`config.mk`:
```
export PLATFORM = sky130hd
export DESIGN_NAME = hilo_md_ctrl
export DESIGN_NICKNAME = d
export VERILOG_FILES = /design/src/rtl/hilo_md_ctrl_pkg.sv /design/src/rtl/hilo_md_ctrl_div.sv /design/src/rtl/hilo_md_ctrl.sv
export SDC_FILE = /design/constraint.sdc
export NUM_CORES = 1
export LEC_CHECK = 0
export CORE_MARGIN = 5
export CORE_UTILIZATION = 55
export CTS_CLUSTER_DIAMETER = 50
export DETAILED_ROUTE_END_ITERATION = 7
export PLACE_DENSITY_LB_ADDON = 0.08
export SYNTH_ARGS = -nofsm -noshare
export SYNTH_HDL_FRONTEND = slang
export SYNTH_SLANG_ARGS = --single-unit
```
`constraint.sdc`:
```
create_clock -name clk -period 12.9 [get_ports clk]
set_input_delay 2.58 -clock clk [delete_from_list [all_inputs] [get_ports clk]]
set_output_delay 2.58 -clock clk [all_outputs]
set_load 0.02 [all_outputs]
```
`src/rtl/hilo_md_ctrl_pkg.sv`:
```
// Shared definitions for the HI/LO multiply/divide controller: md_op codes,
// FSM state codes, default iteration parameters and an operand magnitude helper.
package hilo_md_ctrl_pkg;

    localparam logic [2:0] OP_NONE  = 3'd0;
    localparam logic [2:0] OP_MULT  = 3'd1;
    localparam logic [2:0] OP_MULTU = 3'd2;
    localparam logic [2:0] OP_DIV   = 3'd3;
    localparam logic [2:0] OP_DIVU  = 3'd4;
    localparam logic [2:0] OP_MTHI  = 3'd5;
    localparam logic [2:0] OP_MTLO  = 3'd6;

    localparam logic [1:0] S_IDLE = 2'd0;
    localparam logic [1:0] S_MUL  = 2'd1;
    localparam logic [1:0] S_DIV  = 2'd2;
    localparam logic [1:0] S_DONE = 2'd3;

    localparam int ITER_DEF  = 32;
    localparam int CNT_W_DEF = 5;

    function automatic logic [31:0] mag32(input logic [31:0] v, input logic sgn);
        return (sgn && v[31]) ? (~v + 32'd1) : v;
    endfunction

endpackage

```
`src/rtl/hilo_md_ctrl_div.sv`:
```
// md_div_core: restoring divider on operand magnitudes, one quotient bit per cycle.
// Results are presented combinationally during the final step so the owner can commit on that edge.
module md_div_core
    import hilo_md_ctrl_pkg::*;
#(
    parameter int CNT_W = CNT_W_DEF,
    parameter int ITER  = ITER_DEF
) (
    input  logic        clk,
    input  logic        reset,
    input  logic        abort,
    input  logic        start,
    input  logic        signed_op,
    input  logic [31:0] dividend,
    input  logic [31:0] divisor,
    output logic [31:0] quotient,
    output logic [31:0] remainder,
    output logic        valid
);

    localparam logic [CNT_W-1:0] LAST = CNT_W'(ITER - 1);

    logic             busy_q;
    logic [CNT_W-1:0] cnt_q;
    logic [31:0]      rem_q, quo_q, dsr_q;
    logic             qneg_q, rneg_q;
    logic [32:0]      shifted;
    logic             ge;
    logic [31:0]      rem_nx, quo_nx;

    // When the trial subtract succeeds the true difference is below 2^32,
    // so a 32-bit modular subtract of the low bits is exact.
    always_comb begin
        shifted = {rem_q, quo_q[31]};
        ge      = (shifted >= {1'b0, dsr_q});
        rem_nx  = ge ? (shifted[31:0] - dsr_q) : shifted[31:0];
        quo_nx  = {quo_q[30:0], ge};
    end

    assign quotient  = qneg_q ? (~quo_nx + 32'd1) : quo_nx;
    assign remainder = rneg_q ? (~rem_nx + 32'd1) : rem_nx;
    assign valid     = busy_q && (cnt_q == LAST);

    always_ff @(posedge clk) begin
        if (reset || abort) begin
            busy_q <= 1'b0;
            cnt_q  <= '0;
        end else if (start) begin
            busy_q <= 1'b1;
            cnt_q  <= '0;
            rem_q  <= 32'd0;
            quo_q  <= mag32(dividend, signed_op);
            dsr_q  <= mag32(divisor, signed_op);
            qneg_q <= signed_op & (dividend[31] ^ divisor[31]);
            rneg_q <= signed_op & dividend[31];
        end else if (busy_q) begin
            rem_q <= rem_nx;
            quo_q <= quo_nx;
            if (valid) begin
                busy_q <= 1'b0;
                cnt_q  <= '0;
            end else begin
                cnt_q <= cnt_q + CNT_W'(1);
            end
        end
    end

endmodule

```
`src/rtl/hilo_md_ctrl.sv`:
```
// HI/LO multiply/divide controller: FSM, architectural HI/LO and EX handshake.
// MD_FAST_MUL_EN swaps the iterative shift-add multiplier for a single-cycle one.
//   state  | meaning
//   IDLE   | ready, MTHI/MTLO write directly
//   MUL    | multiply in progress
//   DIV    | divide in progress (md_div_core stepping)
//   DONE   | one cycle, md_done asserted
module hilo_md_ctrl
    import hilo_md_ctrl_pkg::*;
#(
    parameter int CNT_W = CNT_W_DEF,
    parameter int ITER  = ITER_DEF
) (
    input  logic        clk,
    input  logic        reset,
    input  logic        flush,
    input  logic        ex_valid_ns,
    input  logic        wb_allin,
    input  logic [2:0]  md_op,
    input  logic [31:0] src0,
    input  logic [31:0] src1,
    output logic [31:0] hi,
    output logic [31:0] lo,
    output logic        ex_allin,
    output logic        md_busy,
    output logic        md_done
);

    logic [1:0]       state_q, state_d;
    logic [CNT_W-1:0] cnt_q, cnt_d;
    logic [31:0]      hi_q, hi_d, lo_q, lo_d;
    logic             accept, is_signed, is_mul, is_div, div_start;
    logic             div_valid;
    logic [31:0]      div_quo, div_rem;
    logic             mneg_q;
    logic [63:0]      mul_mag, mul_res;

    assign accept    = ex_valid_ns & wb_allin & (state_q == S_IDLE) & (md_op != OP_NONE);
    assign is_signed = (md_op == OP_MULT) || (md_op == OP_DIV);
    assign is_mul    = (md_op == OP_MULT) || (md_op == OP_MULTU);
    assign is_div    = (md_op == OP_DIV) || (md_op == OP_DIVU);
    assign div_start = accept & ~flush & is_div & (src1 != 32'd0);

`ifdef MD_FAST_MUL_EN
    logic [31:0] ma_q, mb_q;

    always_ff @(posedge clk) begin
        if (accept && is_mul) begin
            ma_q   <= mag32(src0, is_signed);
            mb_q   <= mag32(src1, is_signed);
            mneg_q <= is_signed & (src0[31] ^ src1[31]);
        end
    end

    assign mul_mag = {32'd0, ma_q} * {32'd0, mb_q};
`else
    localparam logic [CNT_W-1:0] LAST = CNT_W'(ITER - 1);
    logic [63:0] mcand_q, acc_q;
    logic [31:0] mplier_q;

    always_ff @(posedge clk) begin
        if (accept && is_mul) begin
            mcand_q  <= {32'd0, mag32(src0, is_signed)};
            mplier_q <= mag32(src1, is_signed);
            acc_q    <= 64'd0;
            mneg_q   <= is_signed & (src0[31] ^ src1[31]);
        end else if (state_q == S_MUL) begin
            acc_q    <= mul_mag;
            mcand_q  <= mcand_q << 1;
            mplier_q <= mplier_q >> 1;
        end
    end

    // Partial product including this cycle's bit, so the last step commits directly.
    assign mul_mag = acc_q + (mplier_q[0] ? mcand_q : 64'd0);
`endif

    assign mul_res = mneg_q ? (~mul_mag + 64'd1) : mul_mag;

    md_div_core #(.CNT_W(CNT_W), .ITER(ITER)) u_div (
        .clk       (clk),
        .reset     (reset),
        .abort     (flush),
        .start     (div_start),
        .signed_op (is_signed),
        .dividend  (src0),
        .divisor   (src1),
        .quotient  (div_quo),
        .remainder (div_rem),
        .valid     (div_valid)
    );

    always_comb begin
        state_d = state_q;
        cnt_d   = cnt_q;
        hi_d    = hi_q;
        lo_d    = lo_q;
        case (state_q)
            S_IDLE: begin
                if (accept) begin
                    case (md_op)
                        OP_MULT, OP_MULTU: begin
                            state_d = S_MUL;
                            cnt_d   = '0;
                        end
                        OP_DIV, OP_DIVU: state_d = (src1 == 32'd0) ? S_DONE : S_DIV;
                        OP_MTHI:         hi_d = src0;
                        OP_MTLO:         lo_d = src0;
                        default: ;
                    endcase
                end
            end
            S_MUL: begin
`ifdef MD_FAST_MUL_EN
                state_d      = S_DONE;
                {hi_d, lo_d} = mul_res;
`else
                if (cnt_q == LAST) begin
                    state_d      = S_DONE;
                    cnt_d        = '0;
                    {hi_d, lo_d} = mul_res;
                end else begin
                    cnt_d = cnt_q + CNT_W'(1);
                end
`endif
            end
            S_DIV: begin
                if (div_valid) begin
                    state_d = S_DONE;
                    cnt_d   = '0;
                    hi_d    = div_rem;
                    lo_d    = div_quo;
                end else begin
                    cnt_d = cnt_q + CNT_W'(1);
                end
            end
            default: state_d = S_IDLE;
        endcase
        if (flush) begin
            state_d = S_IDLE;
            cnt_d   = '0;
            hi_d    = hi_q;
            lo_d    = lo_q;
        end
    end

    always_ff @(posedge clk) begin
        if (reset) begin
            state_q <= S_IDLE;
            cnt_q   <= '0;
            hi_q    <= 32'd0;
            lo_q    <= 32'd0;
        end else begin
            state_q <= state_d;
            cnt_q   <= cnt_d;
            hi_q    <= hi_d;
            lo_q    <= lo_d;
        end
    end

    assign hi       = hi_q;
    assign lo       = lo_q;
    assign ex_allin = (state_q == S_IDLE);
    assign md_busy  = (state_q == S_MUL) || (state_q == S_DIV);
    assign md_done  = (state_q == S_DONE) & ~flush & ~reset;

endmodule

```
==> results.cfg <==
[critical_path]
crit-reg2reg-capture = hi[24]$_SDFFE_PP0P_
cpMaxStageDelayCell = or3_2
end_kind = register
r2r_start = mplier_q[0]$_DFFE_PP_
required_ns = 13.19
crit_buf_inv = 1
crit_fanout = 69
start_kind = input pin
critPathKind = input pin to register
reg2reg_depth = 17
worst-r2r-setup-slack_ns = 6.31
slowest_delay_ns = 0.94
cpLargestDelayFamily = simple AND/OR/NAND/NOR gates
crit_arrival_ns = 7.04
cp_cell_sequence = clkdlybuf4s50_1, or4_1, nor4_1, nand2_1, nor3_1, nand2_1, or3_1, o21ai_0, or3_2, o21ai_0

[synthesis]
synthDistinctLibCells = 94
yosysSeqAreaShare_pct = 33.3
async_flop_share_pct = 0
synthesis.area_um2 = 25100
netlist.area_leader.share_pct = 19.5
synth_largest_area_cell = edfxtp_1
synthesis.nets = 3294
syn_inst = 3111
yosysMostFrequentCell = nand2_1
syn-mean-instance-area_um2 = 8.08
ys_seq_elements = 336
ys.flop_type = dfxtp_1
synth_edf_count = 163
synth_common_cells = nand2_1, nor2_1, a21oi_1
ys_warn_count = 0
synth_area_leaders = edfxtp_1, dfxtp_1, nand2_1, ha_1, a21oi_1

[sta]
setup_ws_ns = 6.14
worst_pin_slew_ns = 1.18
max_freq_ghz = 0.148
fin_crit_sh_pct = 52.4
grt_setup_unrepaired = false
fin_setup_tns_ns = 0
slew_headroom_pct = 19.0
fin_crit_ns = 6.76
skew_ns = 0.0201
drv_slew = 0
finalHoldViolations = 0
hold_ws_ns = 0.457
setup_viol = 0

[detailed_routing]
avgViaCountPerCell = 6.56
first_iter_violations = 2820
drcViolationCount = 0
finalWirelength_um = 92400
drtAntennaViolNets = 0
num_vias = 24846
drtPass1Iterations = 6
wl_per_cell_um = 24.4

[power]
ir_worst_vdd_v = 0.000127
p_per_area_nw_per_um2 = 145
power_mw = 4.11
p_leak_nw = 10.6

[clock_tree]
cts_sinks = 336
cts_tree = yes
h-tree-depth = 2
clock_latency_ns = 0.60
postCtsSetupRepairBufs = 0
ctsResizeCount = 0
ctsRootBufferMaster = clkbuf_16
clock_path_buffers = 3
hold_buffers = 0
clk_pin_slew_ns = 0.05
numCtsBuffers = 46

[layout]
regArea_um2 = 8360
final_cell_area_um2 = 28300
post-route-util_pct = 62.5
drive_above_1_share_pct = 5.02
final_nets = 3336
area_growth_pct = 12.6
fill_cells = 4015
stdcell_count = 3790
multi_input_area_um2 = 15800

[run]
cap_violations = 0

[die]
chipWidth_um = 224
initial_core_util_pct = 55.5
fp-row-count = 78
core_area_um2 = 45300
dieArea_um2 = 50100
dieHeight_um = 224
io_pins = 139

[run_status]
status = finished, final reports clean

[global_route]
first_global_vias = 23386
antenna_found_initial = 3
grt_pass1_wl_um = 140000
grt_usage_pct = 35.6
grt_overflow = 0
grt_max_degree = 73

[placed_design]
place_ws_ns = 5.67
numPlacedInstances = 3705
postPlaceCellArea_um2 = 26900
finalWeightedCongestion = 1.01
post-dp-hpwl_um = 70200
io_buffer_count = 138

[hold_path]
hold_start = hi[9]$_SDFFE_PP0P_
worstHoldEndpoint = hi[9]$_SDFFE_PP0P_
hold_path.class = register to register
hold_depth = 2
-- layer usage --
metal	vias up	global-route usage (%)	routed length, um
met5	-	0	13
met4	2	12.6	3940
met3	240	8.03	9190
met2	1307	56.6	41400
met1	11842	47.9	37800
li1	11455	-	-
-- cell type report --
| type | instances | area share [%] |
|---|---|---|
| Antenna cell | 1 | 0.00884 |
| Clock buffer | 58 | 4.38 |
| Clock inverter | 26 | 0.712 |
| Inverter | 87 | 1.16 |
| Multi-Input combinational cell | 2516 | 55.9 |
| Sequential cell | 336 | 29.5 |
| Tap cell | 600 | 2.65 |
| Timing Repair Buffer | 166 | 5.61 |
-- how the worst max path moves through the flow --
stage | start | endpoint | slack, ns | depth (start not counted)
after floorplan | src1[0] | u_div.quo_q[0]$_DFFE_PP_ | 5.37 | 12
after global placement | src1[6] | u_div.quo_q[4]$_DFFE_PP_ | 5.90 | 10
after detailed placement | src1[6] | u_div.quo_q[21]$_DFFE_PP_ | 5.67 | 10
after CTS | src1[6] | u_div.quo_q[21]$_DFFE_PP_ | 6.27 | 10
after global routing | src1[6] | u_div.quo_q[8]$_DFFE_PP_ | 5.93 | 10
final | src1[6] | u_div.quo_q[21]$_DFFE_PP_ | 6.14 | 10
-- report_power, final --
group | internal [mW] | switching (mW) | total, mW
clock | 0.693 | 0.529 | 1.22
sequential | 1.26 | 0.0914 | 1.35
combinational | 0.529 | 1.01 | 1.54
-- layout by cell type, fill, tap and decap left out, types with 43 or more instances in the layout --
cell,instances
a21oi_1,261
and2_1,99
clkbuf_16,47
clkdlybuf4s50_1,137
dfxtp_1,173
edfxtp_1,163
ha_1,106
inv_1,83
mux2i_1,104
nand2_1,395
nor2_1,336
nor3_1,61
o21ai_0,225
o31ai_1,43
xnor2_1,148
xor2_1,88
-- logic make-up (layout without fill, tap and decap cells) --
family	count (synthesis)	in the layout	share of synthesized area, %
XOR/XNOR	237	237	8.29
AND/OR/NAND/NOR	1183	1183	22.3
adder cells (fa/ha/maj)	111	111	5.59
other	0	1	0
AO/OA/AOI/OAI	879	879	22.4
multiplexers	106	106	4.23
flip-flops	336	336	33.3
buffers and inverters	259	337	3.95
-- worst min-delay path: cells and delay by family, from the launching register on --
| family | cells | cell delay, ns |
|---|---|---|
| AND/OR/NAND/NOR | 1 | 0.05 |
| AO/OA/AOI/OAI | 1 | 0.05 |
| flip-flops | 1 | 0.31 |
-- state kept, by name, summed over array words and instances (netlist names) --
register	count
mneg_q	1
u_div.cnt_q	5
hi	32
state_q	2
mplier_q	32
u_div.quo_q	32
u_div.rem_q	32
u_div.qneg_q	1
u_div.dsr_q	32
lo	32
u_div.busy_q	1
acc_q	64
cnt_q	5
mcand_q	64
u_div.rneg_q	1
Power figures use the tool's default switching activity.
